## src/rtl/mbc_control_sequencer.sv

```systemverilog
// rtl/mbc_control_sequencer.sv - timing/control sequencer for the basic-computer datapath
// Optional interrupt cycle and I/O instructions: MBC_INTERRUPT_EN
module mbc_control_sequencer #(
  parameter int DATA_W = 16,
  parameter int ADDR_W = 12,
  parameter int SC_W   = 3
) (
  input  logic              clk,
  input  logic              reset,
  input  logic              en,
  input  logic [DATA_W-1:0] ir,
  input  logic              dr_zero,
  input  logic              ac_msb,
  input  logic              ac_zero,
  input  logic              e_flag,
  input  logic              fgi,
  input  logic              fgo,
  output logic [2:0]        bus_sel,
  output logic [2:0]        ar_ctl,
  output logic [2:0]        pc_ctl,
  output logic [2:0]        ac_ctl,
  output logic [1:0]        dr_ctl,
  output logic              ir_ld,
  output logic              tr_ld,
  output logic [2:0]        alu_op,
  output logic [1:0]        e_ctl,
  output logic              mem_rd,
  output logic              mem_wr,
  output logic [SC_W-1:0]   sc,
  output logic              halted
);

  typedef enum logic [SC_W-1:0] {
    T0 = SC_W'(0), T1 = SC_W'(1), T2 = SC_W'(2), T3 = SC_W'(3),
    T4 = SC_W'(4), T5 = SC_W'(5), T6 = SC_W'(6), T7 = SC_W'(7)
  } state_t;

  state_t                        state, state_nxt;
  logic                          i_reg;
  logic                          sc_clr, halt_set;
  logic                          run, act;
  logic [DATA_W-2-ADDR_W:0]      opcode;
  logic [ADDR_W-1:0]             b;

  assign opcode = ir[DATA_W-2:ADDR_W];
  assign b      = ir[ADDR_W-1:0];
  assign run    = en & ~halted;
  // Strobes are forced low while reset is held, not just after the first edge.
  assign act    = run & reset;
  assign sc     = state;

`ifdef MBC_INTERRUPT_EN
  logic ien, r, ien_set, ien_clr, r_clr;

  always_ff @(posedge clk or negedge reset) begin
    if (!reset) begin
      ien <= 1'b0;
      r   <= 1'b0;
    end else if (run) begin
      if (ien_set)
        ien <= 1'b1;
      else if (ien_clr)
        ien <= 1'b0;
      if (r_clr)
        r <= 1'b0;
      else if (ien && (fgi || fgo) && !(state inside {T0, T1, T2}))
        r <= 1'b1;
    end
  end
`else
  logic unused_io;
  assign unused_io = fgi | fgo;
`endif

  always_ff @(posedge clk or negedge reset) begin
    if (!reset) begin
      state  <= T0;
      halted <= 1'b0;
      i_reg  <= 1'b0;
    end else if (run) begin
      state <= state_nxt;
      if (halt_set)
        halted <= 1'b1;
      if (state == T2)
        i_reg <= ir[DATA_W-1];
    end
  end

  always_comb begin
    if (sc_clr || state == T7)
      state_nxt = T0;
    else
      state_nxt = state_t'(state + 1'b1);
  end

  always_comb begin
    bus_sel  = 3'd0;
    ar_ctl   = 3'b000;
    pc_ctl   = 3'b000;
    ac_ctl   = 3'b000;
    dr_ctl   = 2'b00;
    ir_ld    = 1'b0;
    tr_ld    = 1'b0;
    alu_op   = 3'd0;
    e_ctl    = 2'b00;
    mem_rd   = 1'b0;
    mem_wr   = 1'b0;
    sc_clr   = 1'b0;
    halt_set = 1'b0;
`ifdef MBC_INTERRUPT_EN
    ien_set  = 1'b0;
    ien_clr  = 1'b0;
    r_clr    = 1'b0;
`endif
    if (act) begin
`ifdef MBC_INTERRUPT_EN
      // Interrupt cycle replaces the fetch: save PC in M[0], continue at address 1.
      if (r && (state inside {T0, T1, T2})) begin
        case (state)
          T0: begin bus_sel = 3'd2; tr_ld = 1'b1; ar_ctl = 3'b100; end
          T1: begin bus_sel = 3'd6; mem_wr = 1'b1; pc_ctl = 3'b100; end
          default: begin pc_ctl = 3'b010; ien_clr = 1'b1; r_clr = 1'b1; sc_clr = 1'b1; end
        endcase
      end else
`endif
      begin
        case (state)
          T0: begin bus_sel = 3'd2; ar_ctl = 3'b001; end
          T1: begin bus_sel = 3'd7; mem_rd = 1'b1; ir_ld = 1'b1; pc_ctl = 3'b010; end
          T2: begin bus_sel = 3'd5; ar_ctl = 3'b001; end
          T3: begin
            if (opcode == 3'd7) begin
              sc_clr = 1'b1;
              if (!i_reg) begin
                ac_ctl[2] = b[11];
                e_ctl[0]  = b[10];
                e_ctl[1]  = b[8];
                ac_ctl[1] = b[5];
                ac_ctl[0] = b[9] | b[7] | b[6];
                if (b[9])      alu_op = 3'd3;
                else if (b[7]) alu_op = 3'd4;
                else if (b[6]) alu_op = 3'd5;
                pc_ctl[1] = (b[4] & ~ac_msb) | (b[3] & ac_msb) |
                            (b[2] & ac_zero) | (b[1] & ~e_flag);
                halt_set  = b[0];
              end
`ifdef MBC_INTERRUPT_EN
              else begin
                if (b[11]) begin ac_ctl[0] = 1'b1; alu_op = 3'd6; end
                if (b[10]) bus_sel = 3'd4;
                pc_ctl[1] = (b[9] & fgi) | (b[8] & fgo);
                ien_set   = b[7];
                ien_clr   = b[6];
              end
`endif
            end else if (i_reg) begin
              bus_sel = 3'd7; mem_rd = 1'b1; ar_ctl = 3'b001;
            end
          end
          T4: begin
            case (opcode)
              3'd0, 3'd1, 3'd2, 3'd6: begin bus_sel = 3'd7; mem_rd = 1'b1; dr_ctl = 2'b01; end
              3'd3: begin bus_sel = 3'd4; mem_wr = 1'b1; sc_clr = 1'b1; end
              3'd4: begin bus_sel = 3'd1; pc_ctl = 3'b001; sc_clr = 1'b1; end
              3'd5: begin bus_sel = 3'd2; mem_wr = 1'b1; ar_ctl = 3'b010; end
              default: sc_clr = 1'b1;
            endcase
          end
          T5: begin
            case (opcode)
              3'd0: begin ac_ctl = 3'b001; alu_op = 3'd1; sc_clr = 1'b1; end
              3'd1: begin ac_ctl = 3'b001; alu_op = 3'd2; sc_clr = 1'b1; end
              3'd2: begin ac_ctl = 3'b001; alu_op = 3'd0; sc_clr = 1'b1; end
              3'd5: begin bus_sel = 3'd1; pc_ctl = 3'b001; sc_clr = 1'b1; end
              3'd6: dr_ctl = 2'b10;
              default: sc_clr = 1'b1;
            endcase
          end
          T6: begin
            sc_clr = 1'b1;
            if (opcode == 3'd6) begin
              bus_sel   = 3'd3;
              mem_wr    = 1'b1;
              pc_ctl[1] = dr_zero;
            end
          end
          default: sc_clr = 1'b1;
        endcase
      end
    end
  end

endmodule
```

## config.mk

```make
export PLATFORM = sky130hd
export DESIGN_NAME = mbc_control_sequencer
export DESIGN_NICKNAME = d
export VERILOG_FILES = /design/src/rtl/mbc_control_sequencer.sv
export SDC_FILE = /design/constraint.sdc
export NUM_CORES = 1
export LEC_CHECK = 0
export ABC_AREA = 0
export BUFFER_PORTS_ARGS = -buffer_cell sky130_fd_sc_hd__buf_2
export CAP_MARGIN = 40
export CORE_ASPECT_RATIO = 0.9
export CORE_MARGIN = 2
export CORE_UTILIZATION = 25
export CTS_CLUSTER_DIAMETER = 120
export DETAILED_ROUTE_END_ITERATION = 8
export GPL_ROUTABILITY_DRIVEN = 0
export PLACE_DENSITY = 0.52
export SKIP_LAST_GASP = 1
export SLEW_MARGIN = 20
export SYNTH_ARGS = -nofsm -noshare
export SYNTH_HDL_FRONTEND = slang
export SYNTH_SLANG_ARGS = --single-unit
```

## constraint.sdc

```tcl
create_clock -name clk -period 1.8 [get_ports clk]
set_input_delay 0.18 -clock clk [delete_from_list [all_inputs] [get_ports clk]]
set_output_delay 0.18 -clock clk [all_outputs]
set_load 0.005 [all_outputs]
```

**Word-level counts from Yosys, hierarchy flattened**

Index checks and enable logic that the tools add are counted.
W data, S select, Z words.

- Output and inout bits: 27
- Bits in registers: 5
- Input bits: 25

- Bitwise operators: 14
- Eq/ne operators: 14
- Multiplexer cells: 62
- Reductions and logical operators: 11
- $add $sub $neg: 1

Operators by type and width:

| cell | number |
|---|---|
| $mux W3 | 14 |
| $mux W1 | 26 |
| $eq A3 B3 Y1 const B | 8 |
| $pmux W3 S7 | 1 |
| $mux W2 | 9 |
| $eq A3 B2 Y1 const B | 4 |
| $pmux W3 S2 | 2 |
| $pmux W3 S4 | 1 |
| $pmux W2 S2 | 2 |
| $and A1 B1 Y1 | 6 |
| $eq A3 B1 Y1 const B | 2 |
| $logic_not A3 Y1 | 2 |
| $pmux W1 S2 | 3 |
| $pmux W2 S3 | 1 |
| $reduce_or A3 Y1 | 2 |
| $or A1 B1 Y1 | 5 |
| $pmux W1 S5 | 1 |
| $reduce_or A5 Y1 | 1 |
| $pmux W1 S4 | 1 |
| $reduce_and A2 Y1 | 2 |
| $reduce_or A2 Y1 | 2 |
| $reduce_or A4 Y1 | 1 |
| $add A3 B1 Y3 const B | 1 |
| $not A1 Y1 | 3 |
| other kinds (2) | 2 |

**Depth between registers and ports, before layout**

Gate-level depths: netlist of the first run.

- Depth after elaboration: 9
- Depth in mapped cells: 8
- Depth with buffers taken out: 7

**Worst setup path before layout of the first run**

Ideal clock, no wire load.

- Path kind: register -> output
- From: register state[0] (netlist: sc[0])
- To: output port pc_ctl[1]
- Data required time: 1.620 ns
- Cell stages (with the launch flop): 7
- Path buffers: 0
- Arrival time: 1.682 ns
- Path slack: -0.062 ns
- Cell sequence: dfrtp_1 > ha_1 > ha_1 > or3b_4 > o22ai_1 > o21ai_1 > a21oi_1

- Longest elaborated chain between the ends: 3

Ends and longest elaborated chain:

| what | RTL line | RTL |
|---|---|---|
| from (decl) | 38 | `state_t state, state_nxt;` |
| from (signal assigned) | 81 | `state <= state_nxt;` |
| $eq A3 B3 Y1, or another cell as far along | 127 | `case (state)` |
| $pmux W1 S5 * | 127 |  |
| $mux W3 * | 115 | `if (act) begin` |
| to (decl) | 20 | `output logic [2:0] pc_ctl,` |

Mark *: on every way between the ends. The rest lies on a longest branch, timed or not.

**Worst setup path in the final report of the first run**

Ends and elaborated chain as after synthesis.

==> results of run 1 <==
[cells in the mapped netlist, types with 2 or more instances]
master / instances
nand2_1: 12
nor2_1: 9
nor3_1: 7
ha_1: 6
nand3_1: 6
a21oi_1: 5
buf_4: 5
dfrtp_1: 5
inv_1: 5
and2_1: 4
and3_1: 4
o21ai_0: 4
nand2b_1: 3
nor2b_1: 3
o21ai_1: 3
a221oi_1: 2
a22o_1: 2
a31oi_1: 2
buf_6: 2
clkbuf_1: 2
mux2_2: 2
mux2i_1: 2
nand2_2: 2
nor4_1: 2
[what timing repair did]
action | in CTS | in global routing
resized for setup | 22 | 8
hold buffers | 1 | 0
buffers inserted | 2 | 0
endpoints found under the hold margin | 5 | 0
pin swaps | 10 | 0
setup endpoints to repair | 20 | 17
[metrics by stage]
step	instance area (um2)	power [mW]	TNS, ps	hold WS (ps)
floorplan	880	0.783	0	-116
global placement	1250	1.24	-115	18.6
detailed placement	1250	1.25	-134	22.1
CTS	1410	1.64	-1090	184
global route	1440	1.83	-2500	188
finish	1440	1.70	-989	187
[kinds of logic after synthesis]
group | synth area share
muxes | 0.0496
buffers and inverters | 0.105
xor gates and xnor gates | 0.0102
AOI/OAI and AO/OA | 0.222
and+or+nand+nor | 0.376
other | 0.00437
DFF | 0.146
adders and majority gates | 0.0875
[cell type report]
cell class	instances	area share
multi-input combinational	102	0.546
timing repair buffer	68	0.279
sequential	5	0.0877
tap	44	0.0382
clock buffer	4	0.0313
inverter	6	0.0174
[per-layer routing]
metal | part of all wire | vias to the layer above
met5 | 0 | -
met4 | 0.018 | 0
met3 | 0.035 | 4
met2 | 0.48 | 24
met1 | 0.47 | 515
li1 | - | 560
[power groups by stage]
stage / registers [mW] / logic, mW / clock network [mW]
2_1_floorplan: 0.226 / 0.557 / 0
3_3_place_gp: 0.202 / 1.03 / 0
3_5_place_dp: 0.205 / 1.05 / 0
4_1_cts: 0.213 / 1.21 / 0.219
5_1_grt: 0.225 / 1.38 / 0.228
6_report: 0.215 / 1.27 / 0.213
[worst paths after layout]
path	from	endpoint	slack, ps
hold / removal	ir[15]	i_reg$_DFFE_PN0P_	190
hold reg to reg	halted$_DFFE_PN0P_	halted$_DFFE_PN0P_	500
min in group asynchronous	reset	halted$_DFFE_PN0P_	390
setup reg to reg	sc[0]$_DFFE_PN0P_	sc[1]$_DFFE_PN0P_	130
setup / recovery	sc[0]$_DFFE_PN0P_	pc_ctl[1]	-140
max in group asynchronous	reset	sc[0]$_DFFE_PN0P_	1200
[critical path: stages, from the launching register on]
cell and delay (ps):
dfrtp_2 400, ha_4 150, ha_4 130, or3b_4 390, o22ai_2 130, o21ai_1 80, a21oi_1 130, buf_2 130
==> flow_metrics.tcl, run 1 <==
set metrics [dict create \
    start_util 0.258 \
    slew_violations 0 \
    clockPowerShare 0.125 \
    synthDistinctLibCells 45 \
    clock_sinks 5 \
    first_pass_iters 4 \
    synthFlopType "dfrtp_1" \
    fin_ws_ps -143 \
    gr-usage-met3 0.0133 \
    clk_path_buf_depth 2 \
    wl_per_cell_um 12.7 \
    drt_iter0_drc 24 \
    dieArea_um2 3920 \
    wl_mm 2.90 \
    largest_register_ffs 3 \
    num-fill-cells 344 \
    final_common_cell "buf_2" \
    cts_buffers 3 \
    synth_edf_count 0 \
    post-route-period-util 1.08 \
    overflow 0 \
    grt_max_degree 14 \
    root_buffer "clkbuf_8" \
    io_buffers 46 \
    syn-instance-count 120 \
    drive_above_1_share 0.541 \
    row_count 20 \
    syn_area_um2 858 \
    period_minus_slack_ps 1940 \
    cts_tree "yes" \
    yosys.area.top_type "dfrtp_1" \
    clock-skew-final_ps 2.49 \
    grt.busiest_layer "met2" \
    path_max_fanout 4 \
    regArea_um2 126 \
    outcome "finished with violations" \
    core-area_um2 3330 \
    post-place-ws_ps -46.7 \
    swShare 0.440 \
    pin_count 52 \
    syn2layout_area_growth_pct 67.8 \
    die_w_um 65.8 \
    start_kind "register" \
    reg2reg_depth 8 \
    die_h_um 59.6 \
    final-hold-violation-count 0 \
    final_cell_mix "buf_2, buf_4, nand2_1, nor2_1, nand3_1" \
    met1_usage 0.190 \
    final_cells 229 \
    rsz0062_at_grt "yes" \
    p_per_area_nw_per_um2 1180 \
    clk_latency_ps 230 \
    max_freq_mhz 515 \
    utilization 0.433 \
    maxCapViolations 0 \
    remaining_drc_errors 0 \
    use_met2 0.274 \
    syn_avg_cell_area_um2 7.15 \
    critPathCaptureType "output pin" \
    clk_pin_slew_worst_paths_ps 40 \
    ys_ff_latch 5 \
    whs_path_depth 2 \
    grt_pass1_wl_mm 4.70 \
    setup_viol 13 \
    dp_cells 223 \
    grt.total_usage 0.155 \
    violations "negative setup slack" \
    antenna_found_initial 0 \
    yosysSeqAreaShare 0.146 \
    vias_per_cell 4.82 \
    power.internal_mw 0.952 \
    leakagePower_nw 0.699 \
    worstPathArrival_ps 1760 \
    antenna_left 0 \
    multi_input_area_um2 787 \
    required_ps 1620 \
    ir_drop_v 0.000776 \
    yosys_warnings 0 \
    criticalPathCategory "reg2out" \
    synth_area_leaders "dfrtp_1, ha_1, nand2_1, buf_4, nor3_1" \
    fin_nets 217 \
    num_vias 1103 \
    async_reset_ff_frac 1.00 \
    pwr-share-seq 0.126 \
    synth_top_area_frac 0.146 \
    n_antenna_cell 0 \
    htreeDepth 1 \
    dpl.hpwl_mm 2.26 \
    hold_path_class "in2reg" \
    grt_pass1_vias 1075 \
    pwr-share-comb 0.748 \
    p_switching_mw 0.748 \
]
Note: power is estimated with default switching activity, not from simulation.
==> run 2, diff against run 1 <==
--- a/config.mk
+++ b/config.mk
@@ -17,3 +17,2 @@
 export PLACE_DENSITY = 0.52
-export SKIP_LAST_GASP = 1
 export SLEW_MARGIN = 20
==> constraint.sdc (replaced) <==
create_clock -name clk -period 1.8 [get_ports clk]
set_input_delay 0.27 -clock clk [delete_from_list [all_inputs] [get_ports clk]]
set_output_delay 0.27 -clock clk [all_outputs]
set_load 0.005 [all_outputs]
==> run 2 against run 1 <==
Compared with the run above:
- the flow still finishes with violations (negative setup slack)
- clock-buffer cell count stayed put
- die area stayed put
- critical endpoint unchanged
- clock power is 2% lower
- critical path type unchanged
==> flow_metrics.tcl, run 2 (synthesis gave the netlist of run 1 again) <==
set metrics [dict create \
    p_per_area_nw_per_um2 1150 \
    row_count 20 \
    remaining_drc_errors 0 \
    cts_tree "yes" \
    syn2layout_area_growth_pct 88.3 \
    stdcell_area_um2 1620 \
    crit_path_start "sc[1]$_DFFE_PN0P_" \
    holdWs_ps 288 \
    outcome "finished with violations" \
    grt_max_degree 12 \
    dp_cells 226 \
    dieArea_um2 3920 \
    met1_usage 0.201 \
    first_pass_iters 4 \
    required_ps 1530 \
    criticalPathCategory "reg2out" \
    critPathMaxStageDelay_ps 400 \
    crit_family "flip-flops" \
    reg2reg_to "sc[1]$_DFFE_PN0P_" \
    post_dp_cell_area_um2 1290 \
    final-hold-violation-count 0 \
    hold_path_class "in2reg" \
    core-area_um2 3330 \
    pin_count 52 \
    drt_iter0_drc 23 \
    slowest_stage "dfrtp_2" \
    path_max_fanout 4 \
    fin_nets 229 \
    final_common_cell "buf_2" \
    start_util 0.258 \
    reg2reg_depth 9 \
    critPathBufInv 1 \
    wl_per_cell_um 12.8 \
    r2r-start "sc[1]$_DFFE_PN0P_" \
    num-fill-cells 335 \
    clk_path_buf_depth 2 \
    overflow 0 \
    grt.total_usage 0.155 \
    violations "negative setup slack" \
    rsz0062_at_grt "yes" \
    drive_above_1_share 0.619 \
    ir_drop_v 0.000804 \
    clk_pin_slew_worst_paths_ps 40 \
    final_cell_mix "buf_2, buf_4, nand2_1, nor2_1, buf_6" \
    period_minus_slack_ps 2030 \
    n_antenna_cell 0 \
    cp.depth 7 \
    r2r_slack_ps 70 \
    utilization 0.486 \
    cp_common_cell "ha_4" \
    setup_viol 20 \
    num_vias 1171 \
    grt_pass1_vias 1098 \
    dpl.hpwl_mm 2.26 \
    wl_mm 3.09 \
    maxCapViolations 0 \
    die_w_um 65.8 \
    final_cells 241 \
    fin_ws_ps -232 \
    clk_latency_ps 220 \
    clock_sinks 5 \
    gr-usage-met3 0.0114 \
    post-route-period-util 1.13 \
    start_kind "register" \
    antenna_left 0 \
    worstPathArrival_ps 1760 \
    cts_buffers 3 \
    root_buffer "clkbuf_8" \
    htreeDepth 1 \
    die_h_um 59.6 \
    largest_register_ffs 3 \
    grt.busiest_layer "met2" \
    antenna_found_initial 0 \
    crit_end "pc_ctl[1]" \
    io_buffers 46 \
    worstPathCellList "ha_4, ha_4, or3b_4, o22ai_2, o21ai_1, a21oi_1, buf_2" \
    leakagePower_nw 0.768 \
    slew_violations 0 \
    max_freq_mhz 492 \
    use_met2 0.267 \
    vias_per_cell 4.86 \
    clock-skew-final_ps 1.30 \
    grt_pass1_wl_mm 4.72 \
    critPathCaptureType "output pin" \
]
==> run 2: cell count changes in the layout (fill, tap and decap cells not counted), moves of 2 or more <==
cell / change
nor4_2: +2
nor4_1: -2
buf_6: +5
buf_4: +8
==> run 2: area by class of cell <==
type                            instances  area [um2]  area share
Sequential cell                         5         128      0.0789
Tap cell                               44        55.1      0.0341
Timing Repair Buffer                   80         513       0.317
Inverter                                6        32.5      0.0201
Multi-Input combinational cell        102         843       0.522
Clock buffer                            4        45.0      0.0279
==> run 2: stage by stage <==
stage / setup TNS (ps) / setup WS, ps / power [mW]
floorplan: 0 / 6.26 / 0.813
global placement: -192 / -65.9 / 1.25
detailed placement: -367 / -86.1 / 1.27
CTS: -2800 / -262 / 1.74
global route: -4520 / -345 / 1.99
finish: -2960 / -232 / 1.86
==> run 2: metal layers <==
layer / vias to the layer above / routed length (um)
li1: 586 / -
met1: 548 / 1400
met2: 33 / 1540
met3: 4 / 116
met4: 0 / 40
met5: - / 0
==> run 2: worst min-delay path by stage <==
| stage | from | to | slack (ps) | depth (start not counted) |
|---|---|---|---|---|
| finish | ir[0] | halted$_DFFE_PN0P_ | 290 | 2 |
| global route | ir[15] | i_reg$_DFFE_PN0P_ | 300 | 2 |
| CTS | ir[15] | i_reg$_DFFE_PN0P_ | 290 | 2 |
| detailed placement | reset | sc[2]$_DFFE_PN0P_ | 120 | 1 |
| global placement | reset | sc[1]$_DFFE_PN0P_ | 110 | 1 |
| floorplan | reset | halted$_DFFE_PN0P_ | -30 | 0 |
==> run 2: repair_timing <==
action                                  CTS  global route
hold buffers                              1             0
pin swaps                                 7             7
endpoints found under the setup margin   19            21
endpoints found under the hold margin     5             0
setup buffers                             5             6
gates resized for setup                  24            22
==> run 2: power by group <==
group	switching, mW	leakage (nW)	total, mW	internal, mW
sequential	0.0674	0.0613	0.234	0.166
combinational	0.670	0.684	1.42	0.749
clock	0.0563	0.0228	0.208	0.152
